--- src/rtl/spi_responder_pkg.sv ---
// Shared types and constants for the SPI register responder.
// Used by spi_responder (optional SPI_RESPONDER_AUTOINC_EN build macro lives there).
package spi_responder_pkg;

    typedef enum logic [1:0] {
        ST_IDLE = 2'd0,
        ST_CMD  = 2'd1,
        ST_DATA = 2'd2,
        ST_DONE = 2'd3
    } state_t;

    localparam logic [2:0] ADDR_OPORT = 3'd0;
    localparam logic [2:0] ADDR_ID    = 3'd6;
    localparam logic [2:0] ADDR_IPORT = 3'd7;

    localparam int RW_BIT = 7;

endpackage

--- src/rtl/spi_responder_sync.sv ---
// Two-flop synchronizer with rise/fall detection on the synchronized level.
// Reset value is chosen per signal so an idle bus produces no spurious edges.
module spi_sync #(
    parameter logic RST_VAL = 1'b0
) (
    input  logic i_clk,
    input  logic i_res,
    input  logic i_async,
    output logic o_sync,
    output logic o_rise,
    output logic o_fall
);

    logic r_meta;
    logic r_sync;
    logic r_prev;

    always_ff @(posedge i_clk) begin
        if (i_res) begin
            r_meta <= RST_VAL;
            r_sync <= RST_VAL;
            r_prev <= RST_VAL;
        end else begin
            r_meta <= i_async;
            r_sync <= r_meta;
            r_prev <= r_sync;
        end
    end

    assign o_sync = r_sync;
    assign o_rise = r_sync & ~r_prev;
    assign o_fall = ~r_sync & r_prev;

endmodule

--- src/rtl/spi_responder.sv ---
// SPI mode-0 responder fronting an 8-entry register file (OPORT, scratch, ID, IPORT).
// Build macro SPI_RESPONDER_AUTOINC_EN: multi-byte frames step through consecutive addresses.
//   state   | meaning
//   IDLE    | deselected, or waiting for CSN high-then-low after reset
//   CMD     | shifting in the command byte
//   DATA    | transferring a data byte for r_addr
//   DONE    | frame finished, extra bytes ignored until CSN rises
module spi_responder
    import spi_responder_pkg::*;
#(
    parameter logic [7:0] OPORT_RST = 8'h00,
    parameter logic [7:0] ID        = 8'hA5
) (
    input  logic       CLK,
    input  logic       RES,
    input  logic       SPI_SCK,
    input  logic       SPI_CSN,
    input  logic       SPI_MOSI,
    output logic       SPI_MISO,
    input  logic [7:0] IPORT,
    output logic [7:0] OPORT,
    output logic       WSTB,
    output logic [2:0] WADDR
);

    logic w_sck, w_sck_rise, w_sck_fall;
    logic w_csn, w_csn_rise, w_csn_fall;
    logic w_mosi, w_mosi_rise, w_mosi_fall;
    logic w_unused;

    spi_sync #(.RST_VAL(1'b0)) u_sync_sck (
        .i_clk(CLK), .i_res(RES), .i_async(SPI_SCK),
        .o_sync(w_sck), .o_rise(w_sck_rise), .o_fall(w_sck_fall)
    );

    spi_sync #(.RST_VAL(1'b1)) u_sync_csn (
        .i_clk(CLK), .i_res(RES), .i_async(SPI_CSN),
        .o_sync(w_csn), .o_rise(w_csn_rise), .o_fall(w_csn_fall)
    );

    spi_sync #(.RST_VAL(1'b0)) u_sync_mosi (
        .i_clk(CLK), .i_res(RES), .i_async(SPI_MOSI),
        .o_sync(w_mosi), .o_rise(w_mosi_rise), .o_fall(w_mosi_fall)
    );

    assign w_unused = ^{w_sck, w_csn_rise, w_csn_fall, w_mosi_rise, w_mosi_fall};

    state_t     r_state;
    logic [2:0] r_cnt;
    logic [7:0] r_shift;
    logic [2:0] r_addr;
    logic       r_rw;
    logic       r_miso;
    logic       r_wstb;
    logic [2:0] r_waddr;
    logic [7:0] r_regs [0:5];
    logic [1:0] r_settle;
    logic       r_armed;

    logic [2:0] w_cmd_addr;
    logic [7:0] w_rd_cmd;
    logic [7:0] w_byte_in;

    function automatic logic [7:0] f_reg_read(input logic [2:0] a);
        case (a)
            3'd0:       f_reg_read = r_regs[0];
            3'd1:       f_reg_read = r_regs[1];
            3'd2:       f_reg_read = r_regs[2];
            3'd3:       f_reg_read = r_regs[3];
            3'd4:       f_reg_read = r_regs[4];
            3'd5:       f_reg_read = r_regs[5];
            ADDR_ID:    f_reg_read = ID;
            default:    f_reg_read = IPORT;
        endcase
    endfunction

    assign w_cmd_addr = {r_shift[1:0], w_mosi};
    assign w_byte_in  = {r_shift[6:0], w_mosi};

    always_comb begin
        w_rd_cmd = f_reg_read(w_cmd_addr);
    end

`ifdef SPI_RESPONDER_AUTOINC_EN
    logic [2:0] w_next_addr;
    logic [7:0] w_rd_next;

    assign w_next_addr = r_addr + 3'd1;

    always_comb begin
        w_rd_next = f_reg_read(w_next_addr);
    end
`endif

    always_ff @(posedge CLK) begin
        if (RES) begin
            r_state  <= ST_IDLE;
            r_cnt    <= 3'd0;
            r_shift  <= 8'h00;
            r_addr   <= 3'd0;
            r_rw     <= 1'b0;
            r_miso   <= 1'b0;
            r_wstb   <= 1'b0;
            r_waddr  <= 3'd0;
            r_regs[0] <= OPORT_RST;
            for (int i = 1; i < 6; i++) begin
                r_regs[i] <= 8'h00;
            end
            r_settle <= 2'd3;
            r_armed  <= 1'b0;
        end else begin
            r_wstb <= 1'b0;

            // Synchronizer outputs still show their reset value for a couple of
            // cycles; only a CSN-high seen after that may re-arm the responder.
            if (r_settle != 2'd0) begin
                r_settle <= r_settle - 2'd1;
            end else if (w_csn) begin
                r_armed <= 1'b1;
            end

            if (w_csn) begin
                r_state <= ST_IDLE;
                r_cnt   <= 3'd0;
                r_miso  <= 1'b0;
            end else begin
                case (r_state)
                    ST_IDLE: begin
                        if (r_armed) begin
                            r_state <= ST_CMD;
                            r_cnt   <= 3'd0;
                            r_shift <= 8'h00;
                        end
                    end

                    ST_CMD: begin
                        if (w_sck_rise) begin
                            r_shift <= w_byte_in;
                            r_cnt   <= r_cnt + 3'd1;
                            if (r_cnt == 3'd7) begin
                                r_state <= ST_DATA;
                                r_rw    <= r_shift[RW_BIT-1];
                                r_addr  <= w_cmd_addr;
                                if (r_shift[RW_BIT-1]) begin
                                    r_shift <= w_rd_cmd;
                                    r_miso  <= w_rd_cmd[7];
                                end
                            end
                        end
                    end

                    ST_DATA: begin
                        if (w_sck_rise) begin
                            r_shift <= w_byte_in;
                            r_cnt   <= r_cnt + 3'd1;
                            if (r_cnt == 3'd7) begin
                                if (!r_rw && (r_addr < ADDR_ID)) begin
                                    r_regs[r_addr] <= w_byte_in;
                                    r_wstb         <= 1'b1;
                                    r_waddr        <= r_addr;
                                end
`ifdef SPI_RESPONDER_AUTOINC_EN
                                r_addr <= w_next_addr;
                                if (r_rw) begin
                                    r_shift <= w_rd_next;
                                    r_miso  <= w_rd_next[7];
                                end
`else
                                r_state <= ST_DONE;
                                r_miso  <= 1'b0;
`endif
                            end
                        end else if (w_sck_fall) begin
                            r_miso <= r_rw & r_shift[7];
                        end
                    end

                    default: begin
                        r_miso <= 1'b0;
                    end
                endcase
            end
        end
    end

    assign SPI_MISO = r_miso;
    assign OPORT    = r_regs[ADDR_OPORT];
    assign WSTB     = r_wstb;
    assign WADDR    = r_waddr;

endmodule
--- config.mk ---
export PLATFORM = sky130hd
export DESIGN_NAME = spi_responder
export DESIGN_NICKNAME = d
export VERILOG_FILES = /design/src/rtl/spi_responder_pkg.sv /design/src/rtl/spi_responder_sync.sv /design/src/rtl/spi_responder.sv
export SDC_FILE = /design/constraint.sdc
export NUM_CORES = 1
export LEC_CHECK = 0
export ABC_AREA = 0
export CORE_MARGIN = 5
export CORE_UTILIZATION = 38
export DETAILED_ROUTE_END_ITERATION = 8
export SYNTH_ARGS = -nofsm -noshare
export SYNTH_HDL_FRONTEND = slang
export SYNTH_SLANG_ARGS = --single-unit
--- constraint.sdc ---
create_clock -name CLK -period 3.25 [get_ports CLK]
set_input_delay 0.4875 -clock CLK [delete_from_list [all_inputs] [get_ports CLK]]
set_output_delay 0.4875 -clock CLK [all_outputs]
set_load 0.02 [all_outputs]
==> results of run 1 <==
power groups by stage:
stage	Clock [mW]	Combinational, mW	Sequential [mW]
after floorplan	0	0.0664	1.14
after global placement	0	0.116	1.14
after detailed placement	0	0.118	1.14
after CTS	0.695	0.118	1.11
after global routing	0.737	0.131	1.12
final	0.677	0.117	1.11
per-stage QoR:
step / hold WS, ps / cell area [µm²]
2_1_floorplan: 389 / 3760
3_3_place_gp: 393 / 4170
3_5_place_dp: 395 / 4170
4_1_cts: 413 / 4350
5_1_grt: 419 / 4350
6_report: 412 / 4350
how the worst max path moves through the flow:
stage,cells past startpoint,end
after floorplan,8,r_regs[2][0]$_SDFFCE_PN0P_
after global placement,8,r_regs[4][6]$_SDFFCE_PN0P_
after detailed placement,7,r_regs[2][0]$_SDFFCE_PN0P_
after CTS,7,r_regs[2][0]$_SDFFCE_PN0P_
after global routing,7,r_shift[2]$_SDFFE_PP0P_
final,8,r_regs[4][1]$_SDFFCE_PN0P_
synth_stat cells, drive strengths merged, types with 2 or more instances:
| cell | n | area (µm²) |
|---|---|---|
| edfxtp | 48 | 1440 |
| and2 | 38 | 238 |
| dfxtp | 32 | 641 |
| nand2 | 30 | 113 |
| nor2 | 28 | 105 |
| a21oi | 23 | 115 |
| clkbuf | 13 | 48.8 |
| mux2i | 10 | 100 |
| nand2b | 10 | 62.6 |
| mux2 | 9 | 101 |
| or2 | 9 | 58.8 |
| ha | 8 | 100 |
| inv | 8 | 30.0 |
| nor2b | 8 | 50.1 |
| o21ai | 8 | 40.0 |
| a22oi | 7 | 52.6 |
| nand3 | 7 | 35.0 |
| buf | 6 | 35.0 |
| a31oi | 5 | 31.3 |
| nor3 | 5 | 25.0 |
| o221ai | 5 | 43.8 |
| a211o | 4 | 35.0 |
| o21bai | 4 | 30.0 |
| o211ai | 3 | 22.5 |
| a211oi | 2 | 15.0 |
| or3 | 2 | 12.5 |
registers in the layout, summed over array words and instances, names as in the netlist, 2 cells and up:
| signal | count |
|---|---|
| r_settle | 2 |
| r_shift | 8 |
| r_cnt | 3 |
| r_state | 2 |
| r_regs | 48 |
| WADDR | 3 |
| r_addr | 3 |
cells by family after synthesis:
kind of cell,share of synthesized area
multiplexers,0.0536
buffers and inverters,0.0313
flip-flops,0.554
AND/OR/NAND/NOR,0.210
XOR/XNOR,0.00233
adder cells (fa/ha/maj),0.0266
AO/OA/AOI/OAI,0.122
routing by layer:
metal	routed length, µm	GRT usage
met3	471	0.0305
met4	331	0.0935
met1	3890	0.213
met5	0	0
met2	4020	0.236
worst register-to-register path, stage by stage, from the launching register on:
cell and delay, ps:
dfxtp_1 350, ha_1 150, ha_1 220, and4bb_2 330, nand4b_2 260, or2_1 450, nor3b_2 260, buf_4 170
or2_2 210
cell type report:
class                      instances  area (µm²)  area share
clock buffer                      13         160      0.0368
clock inverter                     3        16.3     0.00374
inverter                           9        33.8     0.00777
multi-input combinational        243        1560       0.358
sequential                        80        2080       0.479
tap                              133         166      0.0383
timing repair buffer              36         333      0.0765
==> impl_metrics.toml, run 1 <==
[timing]
finalHoldViolations = 0
fin_ws_ps = 541
post-route-period-util = 0.834
drv_slew = 0
fin_worst_skew_ps = 9.55
worst_slew_pin_slew_ps = 753
fmax_mhz = 369
rsz0062_at_grt = "no"
setup_viol = 0
relSlewSlack = 0.485
fin_tns_setup_ps = 0
fin_crit_ps = 2710

[critical_path]
cp_common_cell = "ha_1"
cp.required_ps = 3300
startpoint = "r_cnt[0]$_SDFFE_PP0P_"
start_kind = "register"
endpoint_kind = "register"
arrival_ps = 2760
cp_cell_sequence = "ha_1, ha_1, and4bb_2, nand4b_2, or2_1, nor3b_2, buf_4, or2_2"
slowest_stage = "or2_1"
rr_worst_depth = 8
reg2reg_slack_ps = 540
cp.buffers_inverters = 1
r2r_start = "r_cnt[0]$_SDFFE_PP0P_"
critPathMaxStageDelay_ps = 450
critPathTopFamily = "simple AND/OR/NAND/NOR gates"
crit_type = "reg2reg"
cp_max_fo = 11
r2r-end = "r_regs[4][1]$_SDFFCE_PN0P_"

[cts]
cts_resized = 0
cts_tree = "built"
cts_sinks = 80
cts_made_buffers = 9
post_cts_buffers = 0
cts_hold_buf = 0
cts_root_buf = "clkbuf_8"
cts_max_path_buffers = 2
clk_latency_ps = 350
clk_pin_slew_ps = 80
h-tree-depth = 3

[power_and_ir_drop]
leakagePower_nw = 1.53
p_seq_frac = 0.584
max-vdd-ir-drop_mv = 0.169
power_frac_comb = 0.061
netSwitchingFraction = 0.224
pwr_density_cell_nw_per_um2 = 439
p_total_mw = 1.91
clkPwrFrac = 0.355
p_int_mw = 1.48
p_sw_mw = 0.428

[logic_synthesis]
yosysWarnings = 0
synth_enable_flop_cells = 48
yosysSeqAreaShare = 0.554
synth_cell_types = 50
ys_seq_elements = 80
netlist_instances = 351
ys_async_sr_fraction = 0
syn_area_per_cell_um2 = 10.7
ys.flop_type = "edfxtp_1"
synth_area_um2 = 3760
synth_nets = 372

[hold_path]
hold_depth = 1
whs_endpoint = "u_sync_csn.o_sync$_SDFF_PP1_"
min_path_type = "reg2reg"
hp-start = "u_sync_csn.r_meta$_SDFF_PP1_"

[final_layout]
nFillCells = 940
area_growth_syn_to_layout_pct = 15.7
fin_cells = 517
post-route-util = 0.447
drive_gt1_frac = 0.122
final_nets = 400
final_common_cell = "edfxtp_1"
diodes = 0
layout_common_cells = "edfxtp_1, and2_1, dfxtp_1"

[grt]
grt_pass1_vias = 2631
track_usage = 0.158
grt_max_degree = 33
grt_pass1_wl_mm = 14.0
antenna_found_initial = 0
grt-ovfl-total = 0

[route]
drt-wirelength-per-cell_um = 16.9
wl_mm = 8.71
drtPass1Iterations = 4
ant_nets = 0
drc = 0
viasPerCell = 5.15
drtIter0Drc = 145
via_count = 2664

[place]
portBuffers = 25
dp.cells = 501
place_congestion = 0.882
dp_slack_ps = 573
dpl.hpwl_mm = 6.14

[die]
io_pins = 26
coreArea_um2 = 9730
start_util = 0.386
die_area_um2 = 12000
die-height_um = 109
die_w_um = 109
rows = 36

[status]
status = "finished clean"

[run]
drv_cap = 0
Note: power is estimated with default switching activity, not from simulation.
==> run 2, diff against run 1 <==
Clock period 3.25 ns to 2.3 ns, I/O delays scaled along.
==> run 2 against run 1 <==
Effect of this change:
- total power up 45%
- sequential share of layout area shrank 1.4 points
- sequential power rose by 42%
- clock power up 51%
- final cell count grew 2.9%
- routed wire length up 2.1%
- non-clock buffer count grew 15
- fmax increased by 25%
- cell area is 3.3% higher
- critical path type unchanged
- largest cell class unchanged
- highest routed layer unchanged
==> impl_metrics.toml, run 2 (synthesis results as in run 1) <==
[status]
status = "finished clean"

[final_layout]
final_common_cell = "edfxtp_1"
diodes = 0
layout_common_cells = "edfxtp_1, and2_1, dfxtp_1, nand2_1, nor2_1"
drive_gt1_frac = 0.165
area_growth_syn_to_layout_pct = 19.5
largest_register_ffs = 48
top_register = "r_regs"
final_area_um2 = 4490
final_nets = 415
biggestRegsByFlops = "r_regs x48, r_shift x8"

[timing]
fmax_mhz = 460
worst_slew_pin_slew_ps = 705
fin_tns_setup_ps = 0
drv_slew = 0
rsz0062_at_grt = "no"
post-route-period-util = 0.946
fin_crit_ps = 2180
hold_ws_ps = 410
relSlewSlack = 0.518
setup_viol = 0
finalHoldViolations = 0
fin_worst_skew_ps = 19.4

[route]
ant_nets = 0
via_count = 2750
wl_mm = 8.90
drt-wirelength-per-cell_um = 16.7
viasPerCell = 5.17
drc = 0
drtIter0Drc = 206
drtPass1Iterations = 4

[critical_path]
cp.depth = 7
cp_cell_sequence = "inv_1, ha_1, or2_4, a211o_1, or4b_4, a211o_1, a31oi_1"
cp_common_cell = "a211o_1"
cp_max_fo = 4
rr_worst_depth = 7
r2r_start = "r_state[1]$_SDFFE_PP0P_"
critPathMaxStageDelay_ps = 510
r2r-end = "r_shift[1]$_SDFFE_PP0P_"
crit_type = "reg2reg"
cp-endpoint = "r_shift[1]$_SDFFE_PP0P_"
slowest_stage = "or4b_4"
startpoint = "r_state[1]$_SDFFE_PP0P_"
reg2reg_slack_ps = 120
critPathTopFamily = "simple AND/OR/NAND/NOR gates"
endpoint_kind = "register"
cp.buffers_inverters = 1
cp.required_ps = 2590
start_kind = "register"
arrival_ps = 2470

[die]
start_util = 0.386
rows = 36
coreArea_um2 = 9730
die-height_um = 109
die_area_um2 = 12000
io_pins = 26
die_w_um = 109

[place]
portBuffers = 25
placement.cell_area_um2 = 4290
place_congestion = 0.867
dpl.hpwl_mm = 6.34

[cts]
cts_made_buffers = 9
clk_latency_ps = 360
cts_max_path_buffers = 2
clk_pin_slew_ps = 90
cts_tree = "built"
cts_root_buf = "clkbuf_8"
cts_sinks = 80
h-tree-depth = 3

[grt]
antenna_found_initial = 0
grt_pass1_wl_mm = 14.5
grt-ovfl-total = 0
track_usage = 0.162
grt_max_degree = 33
grt_pass1_vias = 2742

[hold_path]
min_path_type = "reg2reg"

[power_and_ir_drop]
pwr_density_cell_nw_per_um2 = 615
leakagePower_nw = 1.62
max-vdd-ir-drop_mv = 0.301

[run]
drv_cap = 0
==> run 2: cell types whose count changed in the layout (fill, tap and decap cells not counted) <==
cell,delta
clkbuf_16,+1
dfxtp_4,+1
nor2_1,-1
or2_2,-1
dfxtp_2,+1
or2_4,+1
nor2_2,+1
clkbuf_1,-1
clkbuf_2,+1
dfxtp_1,-2
buf_4,+15
inv_4,-1
==> run 2: worst register-to-register path: stages, from the launching register on <==
cell,delay [ps]
dfxtp_4,370
inv_1,80
ha_1,200
or2_4,260
a211o_1,310
or4b_4,510
a211o_1,240
a31oi_1,150
==> run 2: per-layer routing <==
| layer | vias to the layer above | global-route usage | share of wire |
|---|---|---|---|
| met4 | 0 | 0.0712 | 0.025 |
| met2 | 76 | 0.252 | 0.47 |
| met1 | 1323 | 0.220 | 0.46 |
| met3 | 14 | 0.0305 | 0.048 |
| met5 | - | 0 | 0 |
| li1 | 1337 | - | - |
==> run 2: timing repair <==
item,CTS,global route
buffers inserted,0,0
endpoints found under the setup margin,0,4
gates resized for setup,0,3
hold endpoints to repair,0,0
hold buffers,0,0
==> run 2: cell type report <==
| cell class | count | area [µm²] |
|---|---|---|
| tap | 133 | 166 |
| clock inverter | 2 | 10.0 |
| inverter | 9 | 33.8 |
| sequential | 80 | 2090 |
| fill | 944 | 5240 |
| timing repair buffer | 51 | 445 |
| clock buffer | 14 | 186 |
| multi-input combinational | 243 | 1560 |
==> run 2: power by group <==
part           switching [mW]  internal (mW)
registers              0.0202           1.56
clock network           0.493          0.526
logic                  0.0856         0.0808
total                   0.599           2.16
==> run 2: per-stage QoR <==
step / std cells / worst slack (ps) / power (mW) / utilization
final: 532 / 125 / 2.76 / 0.462
after global routing: 532 / 19.6 / 2.88 / 0.462
after CTS: 532 / 23.3 / 2.79 / 0.461
after detailed placement: 516 / 47.7 / 1.78 / 0.441
after global placement: 516 / 150 / 1.77 / 0.441
after floorplan: 351 / 1.24 / 1.70 / -
==> run 2: how the worst min path moves through the flow <==
stage                                            start                            to  cells after the start
final                     u_sync_csn.r_meta$_SDFF_PP1_  u_sync_csn.o_sync$_SDFF_PP1_                      1
after global routing      u_sync_csn.r_meta$_SDFF_PP1_  u_sync_csn.o_sync$_SDFF_PP1_                      1
after CTS                 u_sync_csn.r_meta$_SDFF_PP1_  u_sync_csn.o_sync$_SDFF_PP1_                      1
after detailed placement  u_sync_csn.r_meta$_SDFF_PP1_  u_sync_csn.o_sync$_SDFF_PP1_                      1
after global placement    u_sync_csn.r_meta$_SDFF_PP1_  u_sync_csn.o_sync$_SDFF_PP1_                      1
after floorplan           u_sync_csn.r_meta$_SDFF_PP1_  u_sync_csn.o_sync$_SDFF_PP1_                      1
